## config.mk

```make
export PLATFORM = sky130hd
export DESIGN_NAME = seg_scan_ndigit
export DESIGN_NICKNAME = d
export VERILOG_FILES = /design/src/rtl/seg_scan_ndigit.sv
export SDC_FILE = /design/constraint.sdc
export NUM_CORES = 1
export LEC_CHECK = 0
export BUFFER_PORTS_ARGS = -buffer_cell sky130_fd_sc_hd__buf_2
export CAP_MARGIN = 25
export CORE_ASPECT_RATIO = 1.25
export CORE_MARGIN = 2
export CORE_UTILIZATION = 35
export DETAILED_ROUTE_END_ITERATION = 8
export PLACE_DENSITY = 0.48
export RECOVER_POWER = 50
export SLEW_MARGIN = 10
export SYNTH_ARGS = -nofsm -noshare
export SYNTH_HDL_FRONTEND = slang
export SYNTH_SLANG_ARGS = --single-unit
```

## constraint.sdc

```tcl
create_clock -name CLK -period 8.3 [get_ports CLK]
set_input_delay 1.66 -clock CLK [delete_from_list [all_inputs] [get_ports CLK]]
set_output_delay 1.66 -clock CLK [all_outputs]
set_load 0.03 [all_outputs]
```

## src/rtl/seg_scan_ndigit.sv

```systemverilog
// seg_scan_ndigit: multiplexed N-digit 7-segment driver with a one-bit-per-clock double-dabble converter.
// Define SEG_LZB_EN to enable leading-zero blanking; otherwise every digit is shown.
`timescale 1ns/1ps
module seg_scan_ndigit #(
  parameter int BIN_W    = 16,
  parameter int DIGITS   = 5,
  parameter int SCAN_DIV = 500000,
  parameter int CNT_W    = 20
) (
  input  logic              CLK,
  input  logic              RST,
  input  logic [BIN_W-1:0]  BIN_IN,
  input  logic [DIGITS-1:0] DP_IN,
  output logic              BUSY,
  output logic              OVF,
  output logic [7:0]        SEG,
  output logic [DIGITS-1:0] AN
);

  localparam int SCR_CALC = 4 * ((BIN_W * 302 + 999) / 1000) + 4;
  localparam int DISP_W   = 4 * DIGITS;
  localparam int BCD_W    = (SCR_CALC > DISP_W) ? SCR_CALC : DISP_W;
  localparam int BC_W     = $clog2(BIN_W + 1);
  localparam int IDX_W    = (DIGITS > 1) ? $clog2(DIGITS) : 1;

  typedef enum logic [1:0] {S_IDLE, S_SHIFT, S_DONE} state_t;

  state_t             state, state_nx;
  logic [BIN_W-1:0]   shreg, last;
  logic [BCD_W-1:0]   bcd, bcd_adj;
  logic [BC_W-1:0]    bit_cnt;
  logic [DISP_W-1:0]  disp;
  logic               valid, scr_hi;
  logic [CNT_W-1:0]   cnt;
  logic [IDX_W-1:0]   idx, idx_nx;
  logic               tick, blank;
  logic [3:0]         nib;
  logic [6:0]         pat;
  logic [DIGITS-1:0]  an_nx;

  // {a,b,c,d,e,f,g}, active-low; codes 10..15 are blank.
  function automatic logic [6:0] seg7(input logic [3:0] d);
    case (d)
      4'd0:    seg7 = 7'b0000001;
      4'd1:    seg7 = 7'b1001111;
      4'd2:    seg7 = 7'b0010010;
      4'd3:    seg7 = 7'b0000110;
      4'd4:    seg7 = 7'b1001100;
      4'd5:    seg7 = 7'b0100100;
      4'd6:    seg7 = 7'b0100000;
      4'd7:    seg7 = 7'b0001111;
      4'd8:    seg7 = 7'b0000000;
      4'd9:    seg7 = 7'b0000100;
      default: seg7 = 7'b1111111;
    endcase
  endfunction

  always_comb begin
    // NOTE: every signal written here gets a default first, so no path can leave it unassigned and infer a latch.
    state_nx = state;
    BUSY     = 1'b0;
    unique case (state)
      S_IDLE:  if (!valid || BIN_IN != last) state_nx = S_SHIFT;
      S_SHIFT: begin
        BUSY = 1'b1;
        if (bit_cnt == BC_W'(BIN_W - 1)) state_nx = S_DONE;
      end
      S_DONE: begin
        BUSY     = 1'b1;
        state_nx = S_IDLE;
      end
      default: state_nx = S_IDLE;
    endcase
  end

  always_ff @(posedge CLK) begin
    if (RST) state <= S_IDLE;
    else     state <= state_nx;
  end

  // Add-3 correction on every nibble; scr_hi flags BCD digits beyond the display.
  always_comb begin
    bcd_adj = bcd;
    for (int i = 0; i < BCD_W / 4; i++)
      if (bcd[4*i +: 4] >= 4'd5) bcd_adj[4*i +: 4] = bcd[4*i +: 4] + 4'd3;
    scr_hi = 1'b0;
    for (int i = DISP_W; i < BCD_W; i++) scr_hi = scr_hi | bcd[i];
  end

  always_ff @(posedge CLK) begin
    // NOTE: registered state is updated with <= so every flop samples pre-edge values regardless of statement order.
    if (RST) begin
      shreg   <= '0;
      last    <= '0;
      bcd     <= '0;
      bit_cnt <= '0;
      disp    <= '0;
      valid   <= 1'b0;
      OVF     <= 1'b0;
    end else begin
      unique case (state)
        S_IDLE: if (state_nx == S_SHIFT) begin
          shreg   <= BIN_IN;
          last    <= BIN_IN;
          bcd     <= '0;
          bit_cnt <= '0;
        end
        S_SHIFT: begin
          bcd     <= {bcd_adj[BCD_W-2:0], shreg[BIN_W-1]};
          shreg   <= shreg << 1;
          bit_cnt <= bit_cnt + 1'b1;
        end
        S_DONE: begin
          disp  <= bcd[DISP_W-1:0];
          OVF   <= scr_hi;
          valid <= 1'b1;
        end
        default: ;
      endcase
    end
  end

  // Scan: everything shown for a slot is computed for the digit about to be selected.
  always_comb begin
    tick   = (cnt == CNT_W'(SCAN_DIV - 1));
    idx_nx = (idx == IDX_W'(DIGITS - 1)) ? '0 : idx + 1'b1;
    nib    = disp[4*idx_nx +: 4];
    blank  = 1'b0;
`ifdef SEG_LZB_EN
    blank  = (idx_nx != '0) && ((disp >> (4 * idx_nx)) == '0);
`endif
    if (OVF)        pat = 7'b1111110;
    else if (blank) pat = 7'b1111111;
    else            pat = seg7(nib);
    an_nx = ~(DIGITS'(1) << idx_nx);
  end

  always_ff @(posedge CLK) begin
    if (RST) begin
      cnt <= '0;
      idx <= '0;
      SEG <= 8'hFF;
      AN  <= '1;
    end else if (tick) begin
      cnt <= '0;
      idx <= idx_nx;
      SEG <= {pat, ~DP_IN[idx_nx]};
      AN  <= an_nx;
    end else begin
      cnt <= cnt + 1'b1;
    end
  end

endmodule

```

==> results.json <==
{
  "die_width_um": 122,
  "drt-initial-drc-count": 222,
  "setup_tns_ns": 0,
  "first_pass_iters": 4,
  "grt_remaining_overflow": 0,
  "cts_buffer_depth": 2,
  "fp.coreArea_um2": 16900,
  "n_antenna_cell": 0,
  "areaGrowthSynthToFinish_pct": 14.2,
  "numCtsBuffers": 17,
  "ys_ff_latch": 121,
  "die_height_um": 151,
  "power.density_nw_per_um2": 205,
  "route.detailed.drc": 0,
  "finalCriticalPeriod_ns": 4.63,
  "cts_hold_buf": 0,
  "cts_tree": "done",
  "grt_pass1_vias": 4648,
  "synth-main-ff-cell": "dfxtp_1",
  "vdd_drop_max_v": 0.000121,
  "rows": 53,
  "grt_pass1_wl_um": 23000,
  "layout_setup_ws_ns": 3.67,
  "violations": "max-capacitance violations, max-slew violations",
  "ant_nets": 0,
  "setup_viol": 0,
  "post_cts_buffers": 0,
  "rsz0062_at_grt": "false",
  "antenna_found_initial": 0,
  "multi_input_area_um2": 3380,
  "p_leak_nw": 2.56,
  "drt-total-wl_um": 13700,
  "fin_skew_ns": 0.0103,
  "hp-class": "register to register",
  "cts-root-buf": "clkbuf_16",
  "wl_per_cell_um": 14.8,
  "routabilityCongestion": 0.767,
  "slew_headroom": -0.351,
  "synth-edff-count": 0,
  "cts.sinks": 121,
  "netlist_area_um2": 6090,
  "viasPerCell": 5.14,
  "cp.required_ns": 8.63,
  "clkSlewWorstSetupHoldPaths_ns": 0.05,
  "worstPathMaxFanout": 27,
  "cts_max_level": 4,
  "seq_area_um2": 2420,
  "critical_path_class": "primary input to register",
  "fin_hold_ws_ns": 0.458,
  "startpoint_type": "primary input",
  "drive_gt1_frac": 0.0950,
  "cts_resized": 0,
  "status": "finished with violations",
  "postSynthAreaPerCell_um2": 9.13,
  "boundaryPins": 38,
  "hpwl_um": 9410,
  "via_count": 4751,
  "port-buffer-count": 37,
  "yosysSeqAreaShare": 0.398,
  "pre_cts_slack_ns": 4.19,
  "worstMarginPinSlew_ns": 2.03,
  "yosys_warnings": 0,
  "syn-instance-count": 667,
  "finalNetCount": 743,
  "cp-end-kind": "register",
  "min_period_over_period": 0.557,
  "drv_slew": 28,
  "fmax_mhz": 216,
  "arrival_ns": 4.96,
  "clkLatencyLatePin_ns": 0.42,
  "grt_max_degree": 77,
  "fillers": 1725,
  "async_flop_share": 0,
  "groute.usage.overall": 0.159,
  "hold_viol": 0,
  "syn-num-nets": 717,
  "die-area_um2": 18500,
  "start_util": 0.360,
  "synth.distinct_cells": 60,
  "cap_viol_max_count": 1
}
[final timing paths]
path / start / endpoint / slack (ns) / depth (start not counted)
worst max-delay path: BIN_IN[12] / bit_cnt[0] / 3.67 / 8
worst min-delay path: cnt[0] / cnt[0] / 0.46 / 1
worst max register to register: state[1] / bit_cnt[0] / 4.04 / 9
worst min register to register: cnt[0] / cnt[0] / 0.46 / 1
[synth_stat cells (2+ instances only)]
library cell,number,share of area
dfxtp_1,121,0.40
nor2_1,88,0.054
mux2i_1,64,0.11
nand2_1,43,0.027
nand3_1,34,0.028
ha_1,27,0.055
xnor2_1,27,0.039
a21oi_1,25,0.021
inv_1,24,0.015
xor2_1,19,0.027
o21ai_0,17,0.014
a211oi_1,16,0.020
clkbuf_1,16,0.0099
nand4_1,15,0.015
buf_2,14,0.012
nand2b_1,9,0.0092
o31ai_1,9,0.011
o2bb2ai_1,7,0.010
nor3_1,6,0.0049
o311ai_0,6,0.0086
and3_1,5,0.0051
nor4b_1,5,0.0072
o21ai_1,5,0.0041
o41ai_1,5,0.0072
buf_1,4,0.0025
a21boi_0,3,0.0037
and4_1,3,0.0043
nand3b_1,3,0.0037
nor2b_1,3,0.0031
nor4_1,3,0.0031
o22ai_1,3,0.0031
a2111oi_1,2,0.0033
a2111oi_2,2,0.0049
a21oi_2,2,0.0029
a221oi_4,2,0.0086
and2_1,2,0.0021
buf_6,2,0.0037
mux2_4,2,0.0049
nand4b_1,2,0.0029
or2_1,2,0.0021
[per-layer routing]
metal	routed length (um)	track usage
met1	6310	0.189
met3	450	0.0408
met5	0	0
met4	221	0.0598
met2	6730	0.274
[placed cells by master, fill, tap and decap left out, types with 2 or more instances in the layout]
| cell type | n |
|---|---|
| dfxtp_1 | 121 |
| nor2_1 | 88 |
| mux2i_1 | 64 |
| nand2_1 | 43 |
| nand3_1 | 34 |
| xnor2_1 | 27 |
| ha_1 | 27 |
| a21oi_1 | 26 |
| inv_1 | 25 |
| clkbuf_1 | 21 |
| buf_2 | 20 |
| xor2_1 | 19 |
| o21ai_0 | 17 |
| clkbuf_16 | 17 |
| a211oi_1 | 16 |
| nand4_1 | 15 |
| nand2b_1 | 9 |
| o31ai_1 | 9 |
| o2bb2ai_1 | 7 |
| nor3_1 | 6 |
| o311ai_0 | 6 |
| buf_4 | 6 |
| and3_1 | 5 |
| o21ai_1 | 5 |
| nor4b_1 | 5 |
| o41ai_1 | 5 |
| nor4_1 | 4 |
| nand3b_1 | 3 |
| nor2b_1 | 3 |
| a21boi_0 | 3 |
| and4_1 | 3 |
| o22ai_1 | 3 |
| clkinvlp_4 | 3 |
| clkbuf_8 | 3 |
| a2111oi_1 | 2 |
| a221oi_4 | 2 |
| mux2_4 | 2 |
| nand4b_1 | 2 |
| bufinv_16 | 2 |
| clkinv_2 | 2 |
[registers in the layout (all words and copies together), names as in the netlist]
register  count
last         16
idx           3
disp         20
AN            5
bcd          24
valid         1
bit_cnt       5
OVF           1
state         2
shreg        16
SEG           8
cnt          20
[logic make-up (layout without fill, tap and decap cells)]
family | after synthesis | in the layout | synth area share
compound gates | 115 | 115 | 0.140
xor+xnor | 46 | 46 | 0.0662
fa+ha+maj | 27 | 27 | 0.0555
buf+inv | 61 | 99 | 0.0429
flops | 121 | 121 | 0.398
mux | 66 | 66 | 0.110
simple gates | 231 | 231 | 0.188
[power by group]
part	internal, mW	total (mW)	switching (mW)
Clock	0.463	0.717	0.255
Combinational	0.0370	0.0983	0.0613
Sequential	0.598	0.609	0.0105
[area by class of cell]
class                   instances  area share
flip-flops and latches        121       0.348
inverters                      25      0.0135
clock inverters                 7      0.0133
multi-input cells             485       0.486
clock buffers                  24      0.0693
repair buffers                 43      0.0300
well taps                     220      0.0396
[critical path, cell delays in order]
cell and delay (ns):
clkbuf_1 0.16, xor2_1 0.24, a2111oi_0 0.16, and2_0 0.23, a21oi_1 1.54, buf_4 0.47, nand2_1 0.27, o22ai_1 0.23
[through the flow]
stage / std cells / power, mW / instance area (um^2) / util
2_1_floorplan: 667 / 0.693 / 6090 / -
3_3_place_gp: 894 / 0.721 / 6440 / 0.381
3_5_place_dp: 894 / 0.722 / 6440 / 0.381
4_1_cts: 925 / 1.45 / 7010 / 0.415
5_1_grt: 925 / 1.49 / 6960 / 0.411
6_report: 925 / 1.42 / 6960 / 0.411
(Power assumes the default switching activity.)
